### src/rtl/pending_priority_encoder.sv
// Pending-request priority encoder: sticky per-source pending bits, an
// eligibility mask, and a valid/ready offer of the winning source index.
// Fixed priority (highest index wins) or round-robin selection.
module pending_priority_encoder #(
  parameter int N       = 8,
  parameter int IDXW    = $clog2(N),
  parameter bit RR_MODE = 1'b0
) (
  input  logic            clk,
  input  logic            rst_n,
  input  logic [N-1:0]    req,
  input  logic [N-1:0]    mask,
  input  logic            clr_all,
  input  logic            ready_in,
  output logic            valid_out,
  output logic [IDXW-1:0] idx_out,
  output logic [N-1:0]    pending_out,
  output logic            drop_out
);

  localparam int unsigned NU = N;

  typedef enum logic {
    IDLE,
    OFFER
  } state_t;

  state_t          state_q,   state_d;
  logic [N-1:0]    pending_q, pending_d;
  logic            valid_q,   valid_d;
  logic [IDXW-1:0] idx_q,     idx_d;
  logic            drop_q,    drop_d;
  logic [IDXW-1:0] rr_ptr_q,  rr_ptr_d;

  logic            accept;
  logic [N-1:0]    clr_vec;
  logic [N-1:0]    elig;
  logic [N-1:0]    nxt;

  // Winner of v. Round-robin searches downward starting just below ptr,
  // wrapping from 0 to N-1, so ptr itself is examined last.
  function automatic logic [IDXW-1:0] select_idx(input logic [N-1:0]    v,
                                                 input logic [IDXW-1:0] ptr);
    logic [IDXW-1:0] res;
    logic            found;
    int unsigned     pos;
    res   = '0;
    found = 1'b0;
    if (!RR_MODE) begin
      for (int unsigned i = 0; i < NU; i++) begin
        if (v[i]) res = IDXW'(i);
      end
    end else begin
      for (int unsigned k = 1; k <= NU; k++) begin
        pos = (32'(ptr) + NU - k) % NU;
        if (!found && v[pos]) begin
          res   = IDXW'(pos);
          found = 1'b1;
        end
      end
    end
    return res;
  endfunction

  // Next-state computation: pending update, drop detection and offer FSM.
  always_comb begin
    accept    = valid_q & ready_in;
    clr_vec   = accept ? ({{(N-1){1'b0}}, 1'b1} << idx_q) : '0;
    elig      = pending_q & mask;
    nxt       = elig & ~clr_vec;
    pending_d = clr_all ? '0 : ((pending_q & ~clr_vec) | req);
    drop_d    = (|(req & pending_q & ~clr_vec)) & ~clr_all;
    rr_ptr_d  = accept ? idx_q : rr_ptr_q;
    state_d   = state_q;
    valid_d   = valid_q;
    idx_d     = idx_q;
    case (state_q)
      IDLE: begin
        if (|elig) begin
          idx_d   = select_idx(elig, rr_ptr_q);
          valid_d = 1'b1;
          state_d = OFFER;
        end
      end
      OFFER: begin
        // The search after an accept starts from the granted index, which is
        // the value rr_ptr takes on this same edge.
        if (accept) begin
          if (|nxt) begin
            idx_d = select_idx(nxt, idx_q);
          end else begin
            idx_d   = '0;
            valid_d = 1'b0;
            state_d = IDLE;
          end
        end
      end
      default: begin
        idx_d   = '0;
        valid_d = 1'b0;
        state_d = IDLE;
      end
    endcase
    if (clr_all) begin
      idx_d   = '0;
      valid_d = 1'b0;
      state_d = IDLE;
    end
  end

  // State registers with asynchronous active-low reset.
  always_ff @(posedge clk or negedge rst_n) begin
    if (!rst_n) begin
      state_q   <= IDLE;
      pending_q <= '0;
      valid_q   <= 1'b0;
      idx_q     <= '0;
      drop_q    <= 1'b0;
      rr_ptr_q  <= '0;
    end else begin
      state_q   <= state_d;
      pending_q <= pending_d;
      valid_q   <= valid_d;
      idx_q     <= idx_d;
      drop_q    <= drop_d;
      rr_ptr_q  <= rr_ptr_d;
    end
  end

  assign valid_out   = valid_q;
  assign idx_out     = idx_q;
  assign pending_out = pending_q;
  assign drop_out    = drop_q;

endmodule

### config.mk
export PLATFORM = sky130hd
export DESIGN_NAME = pending_priority_encoder
export DESIGN_NICKNAME = d
export VERILOG_FILES = /design/src/rtl/pending_priority_encoder.sv
export SDC_FILE = /design/constraint.sdc
export NUM_CORES = 1
export LEC_CHECK = 0
export BUFFER_PORTS_ARGS = -buffer_cell sky130_fd_sc_hd__buf_4
export CAP_MARGIN = 40
export CORE_MARGIN = 3
export CORE_UTILIZATION = 46
export CTS_CLUSTER_SIZE = 25
export DETAILED_ROUTE_END_ITERATION = 16
export GPL_TIMING_DRIVEN = 0
export PLACE_DENSITY = 0.75
export SKIP_CTS_REPAIR_TIMING = 1
export SLEW_MARGIN = 5
export SYNTH_ARGS = -nofsm -noshare
export SYNTH_HDL_FRONTEND = slang
export SYNTH_SLANG_ARGS = --single-unit
### constraint.sdc
create_clock -name clk -period 1.6 [get_ports clk]
set_clock_uncertainty 0.05 [all_clocks]
set_input_delay 0.16 -clock clk [delete_from_list [all_inputs] [get_ports clk]]
set_output_delay 0.16 -clock clk [all_outputs]
set_load 0.005 [all_outputs]
; Word-level counts from Yosys, hierarchy flattened
; Index checks and enable logic that the tools add are counted.
[op_classes]
muxes = 31
n_shift = 1
n_reduce_logical = 5
n_eq_ne = 3
n_bitwise = 11
[ops]
columns = cell, count
row1 = 3-bit 2-to-1 mux, 16
row2 = 8-bit bitwise AND, 5
row3 = 8-bit OR reduction, 3
row4 = 8-bit 2-to-1 mux, 2
row5 = 1-bit 2-to-1 mux, 10
row6 = 8-bit NOT, 1
row7 = 8-bit bitwise OR, 1
row8 = 1-bit by 3-bit << shifter with 8-bit output (first input constant), 1
row9 = 3-bit inequality test (second input constant), 2
row10 = 3-bit one-hot mux with 2 select lines, 1
row11 = 1-bit one-hot mux with 2 select lines, 2
row12 = 3-bit by 2-bit inequality test with 1-bit output (second input constant), 1
row13 = 3-bit AND reduction, 1
row14 = 1-bit bitwise AND, 2
row15 = 1-bit NOT, 2
row16 = 2-bit AND reduction, 1
[word_totals]
reg_bits = 14

; Depth between registers and ports, before layout
[depth]
depth_word = 15
mapped_depth = 7
depth_no_buf = 5

; Least setup slack after synthesis
; OpenSTA, ideal clock, no wires.
[synth_path]
kind = register to register
start = register idx_q[2] (netlist: idx_out[2])
end = register idx_q[0] (netlist: idx_out[0])
setup_slack_ps = -166
required_ps = 1466
setup_time_ps = 84
synth_period_minus_slack_ps = 1766
t_arrival_ps = 1632
stages_incl_launch_ff = 6
path_cell_list = dfrtp_1 and4b_4 o2111ai_1 o221a_1 or4b_1 a41oi_2
[synth_via]
elab_chain_cells = 15
elab_cells_between_ends = 16
[synth_rtl]
columns = element, line_no
row1 = start: declaration, 31  ; logic [IDXW-1:0] idx_q, idx_d;
row2 = start signal: assignment, 124  ; idx_q <= idx_d;
row3 = 1-bit by 3-bit << shifter with 8-bit output (*), 68  ; clr_vec = accept ? ({{(N-1){1'b0}}, 1'b1} << idx_q) : '0;
row4 = 8-bit 2-to-1 mux (*), 68
row5 = 8-bit NOT (*), 70  ; nxt = elig & ~clr_vec;
row6 = 8-bit bitwise AND (*), 70
row7 = 1-bit 2-to-1 mux, 51  ; if (v[i]) res = IDXW'(i);
row8 = 3-bit 2-to-1 mux (6 in a row), 51
row9 = 3-bit 2-to-1 mux (*), 89  ; if (|nxt) begin
row10 = 3-bit 2-to-1 mux (*), 88  ; if (accept) begin
row11 = 3-bit one-hot mux with 2 select lines (*), 77  ; case (state_q)
row12 = 3-bit 2-to-1 mux (*), 104  ; if (clr_all) begin
; Every way passes the cells marked *; elsewhere a longest branch is shown, timed or not. The select of a mux whose other input is x is not followed.
; A chain may end at the register's enable or synchronous reset.

; Worst setup path in the final report
; Ends and elaborated chain as after synthesis.

==> results.ini <==
[status]
status = finished with violations
violations = negative setup slack

[power]
p_leak_uw = 0.000678
cell_internal_pwr_uw = 757
power.switching_fraction_pct = 34.6
pwr_density_cell_mw_per_mm2 = 738
combinationalPowerShare_pct = 37.9
seq_power_share_pct = 39.0
sw_pwr_uw = 401
vdd_ir_drop_max_mv = 0.463
fin_total_pwr_uw = 1160
share_of_power_burned_in_the_clock_network_pct = 23.1

[global_route]
grtUsageMet1_pct = 33.4
global_route_congestion_overflow_total = 0
grt_use_met3_pct = 4.36
grt_pass1_vias = 1053
number_of_antenna_violations_at_the_first_check_in_global_routing = 0
grt_first_pass_wirelength_um = 5030
grt_util_met2_pct = 36.0
grt_use_total_pct = 23.8
largest_net_degree_at_the_start_of_global_routing = 15
global_route.peak_usage_layer = met2

[setup_path]
crit_type = flip-flop to flip-flop
data_required_critical_path_ns = 1.75
ff2ff_setup_slack_ns = -0.26
setup.worst_path.end_class = flip-flop
critPathMaxFanout = 8
critPathArrivalTime_ns = 2.01
worstSetupStartpointType = flip-flop

[logic_synthesis]
syn_nets = 156
mappedNetlistArea_mm2 = 0.00110
avgSynthCellArea_um2 = 8.06
synth_seq_area_share_pct = 32.0
synth-warning-count = 0
netlist-cell-type-count = 40
post_synth_inst_count = 136
synth_seq_cells = 14

[clock_tree]
clk-insertion-delay-late_ns = 0.28
cts_made_buffers = 3
clkSinkCount = 14
cts.clk_slew.worst_paths_ns = 0.09
cts_buffer_depth = 2
clock_root_cell = clkbuf_4
htree_num_levels = 1
cts_tree = done

[timing]
fmax_mhz = 538
timing.final.crit_period_ns = 1.86
finalHoldViolations = 0
fin_crit_sh_pct = 116
final-max-slew-violation-count = 0
hold-worst-slack_ns = 0.0424
max-slew-margin-rel_pct = 64.4
rsz0062_at_grt = yes
setup_violations = 6
post-route-worst-setup-slack_ns = -0.258
tightest_slew_ns = 0.533

[placement]
buffer_ports.inserted = 31
hpwl_um = 2520
post-place-cells = 195
postPlaceCellArea_mm2 = 0.00140
routability_cong = 0.909

[detailed_routing]
drc_errors = 0
via_per_instance_ratio = 6.14
detail_route.wl_per_cell_um = 16.5
drt_first_pass_iters = 4
detail_route.iter0.violations = 74
drt-total-wl_um = 3420
overall_via_count_from_detail_route = 1270
final_antenna_net_count = 0

[hold_path]
min-delay-path-class = input port to flip-flop

[layout]
final_cell_area_mm2 = 0.00157
design.final.nets = 200
filler_cell_count = 171
area_growth_syn_to_layout_pct = 43.2
post_layout_nonfiller_instances = 207
final_layout_size_suffix_gt1_share_pct = 40.8
diodes = 0
final_util_pct = 70.3

[floorplanning]
pin_count = 33
die_h_um = 54.8
dieArea_mm2 = 0.00300
placementRows = 17
die-width_um = 54.8
core_box_area_mm2 = 0.00223
initial_standard_cell_utilization_of_the_core_pct = 49.1

[flow_run]
max_cap_viol_count = 0

-- placed cells by master, fill, tap and decap left out, types with 4 or more instances in the layout --
cell type / instances
o21ai_0: 7
nand3_1: 6
dfrtp_2: 8
a31oi_1: 4
nor2_1: 10
dfrtp_1: 6
a21oi_1: 14
buf_4: 40
inv_1: 4
nand2_1: 23
-- metal layers --
metal | vias to the layer above | part of all wire, % | wire (µm)
li1 | 609 | - | -
met1 | 594 | 43 | 1490
met2 | 63 | 47 | 1620
met3 | 4 | 8.1 | 277
met4 | 0 | 0.96 | 33
met5 | - | 0 | 0
-- cell families (layout without fill, tap and decap cells) --
family | after synthesis | in the layout | synth area share (%)
flip-flops | 14 | 14 | 32.0
AND/OR/NAND/NOR | 55 | 55 | 26.8
multiplexers | 2 | 2 | 2.05
AO/OA/AOI/OAI | 52 | 52 | 33.7
buffers and inverters | 13 | 56 | 5.48
-- worst max-delay path, cell delays in order, from the launching register on --
cell and delay (ns):
dfrtp_2 0.47, and4b_4 0.36, o2111ai_2 0.13, o221a_1 0.14, or4b_4 0.48, a41oi_2 0.14
-- stage by stage --
| step | TNS (ns) | setup slack [ns] |
|---|---|---|
| floorplan | -0.214 | -0.166 |
| global placement | -1.19 | -0.285 |
| detailed placement | -1.33 | -0.306 |
| global route | -1.47 | -0.345 |
| finish | -1.03 | -0.258 |
| CTS | -1.46 | -0.338 |
-- registers in the layout (all words and copies together), names as in the netlist --
name	cells
drop_out	1
state_q	1
valid_out	1
pending_out	8
idx_out	3
-- power groups by stage --
stage / Clock [µW] / Combinational (µW) / Sequential, µW
2_1_floorplan: 0 / 228 / 434
3_3_place_gp: 0 / 388 / 441
3_5_place_dp: 0 / 392 / 441
4_1_cts: 274 / 393 / 435
5_1_grt: 296 / 479 / 459
6_report: 268 / 439 / 451
-- cell type report --
cell class / count / area [µm²] / share of cell area [%]
Inverter: 5 / 18.8 / 1.20
Buffer: 7 / 53.8 / 3.43
Timing Repair Buffer: 40 / 303 / 19.3
Sequential cell: 14 / 360 / 23.0
Clock buffer: 4 / 36.3 / 2.31
Tap cell: 28 / 35.0 / 2.23
Multi-Input combinational cell: 109 / 762 / 48.6
-- cells in the mapped netlist --
cell type,number,area share [%]
and2b_1,1,0.69
a32oi_1,2,1.6
a311oi_1,3,2.4
o21ai_0,7,3.2
nand3_1,6,2.7
and2_1,1,0.57
inv_1,5,1.7
a21oi_1,14,6.4
a22o_1,1,0.80
or4b_1,1,0.91
mux2_2,1,1.0
mux2_1,1,1.0
nand4_1,1,0.57
a41oi_2,1,1.5
clkbuf_1,3,1.0
buf_4,2,1.4
nand2_1,23,7.9
o2111ai_1,1,0.80
dfrtp_1,14,32
a211oi_1,2,1.4
and4_1,1,0.80
a21boi_0,1,0.69
a22oi_1,4,2.7
and4bb_1,1,1.1
a21o_1,2,1.4
o21ai_1,1,0.46
a222oi_1,1,0.91
a31oi_1,4,2.3
o21bai_1,1,0.69
and4b_1,3,2.7
nor4_1,1,0.57
nand4b_1,1,0.80
o211a_1,2,1.8
nand3b_1,3,2.1
o221a_1,1,1.0
nor3b_1,1,0.69
buf_2,3,1.4
and4b_4,1,1.3
nor2_1,10,3.4
a32o_1,4,3.7
-- worst paths after layout --
kind / start / to / depth (start not counted)
worst max-delay path: idx_out[2] / idx_out[0] / 5
worst min-delay path: req[3] / pending_out[3] / 3
worst max register to register: idx_out[2] / idx_out[0] / 5
worst min register to register: pending_out[3] / pending_out[3] / 2
max in group asynchronous: rst_n / pending_out[1] / 2
min in group asynchronous: rst_n / pending_out[5] / 2
(Power assumes the default switching activity.)
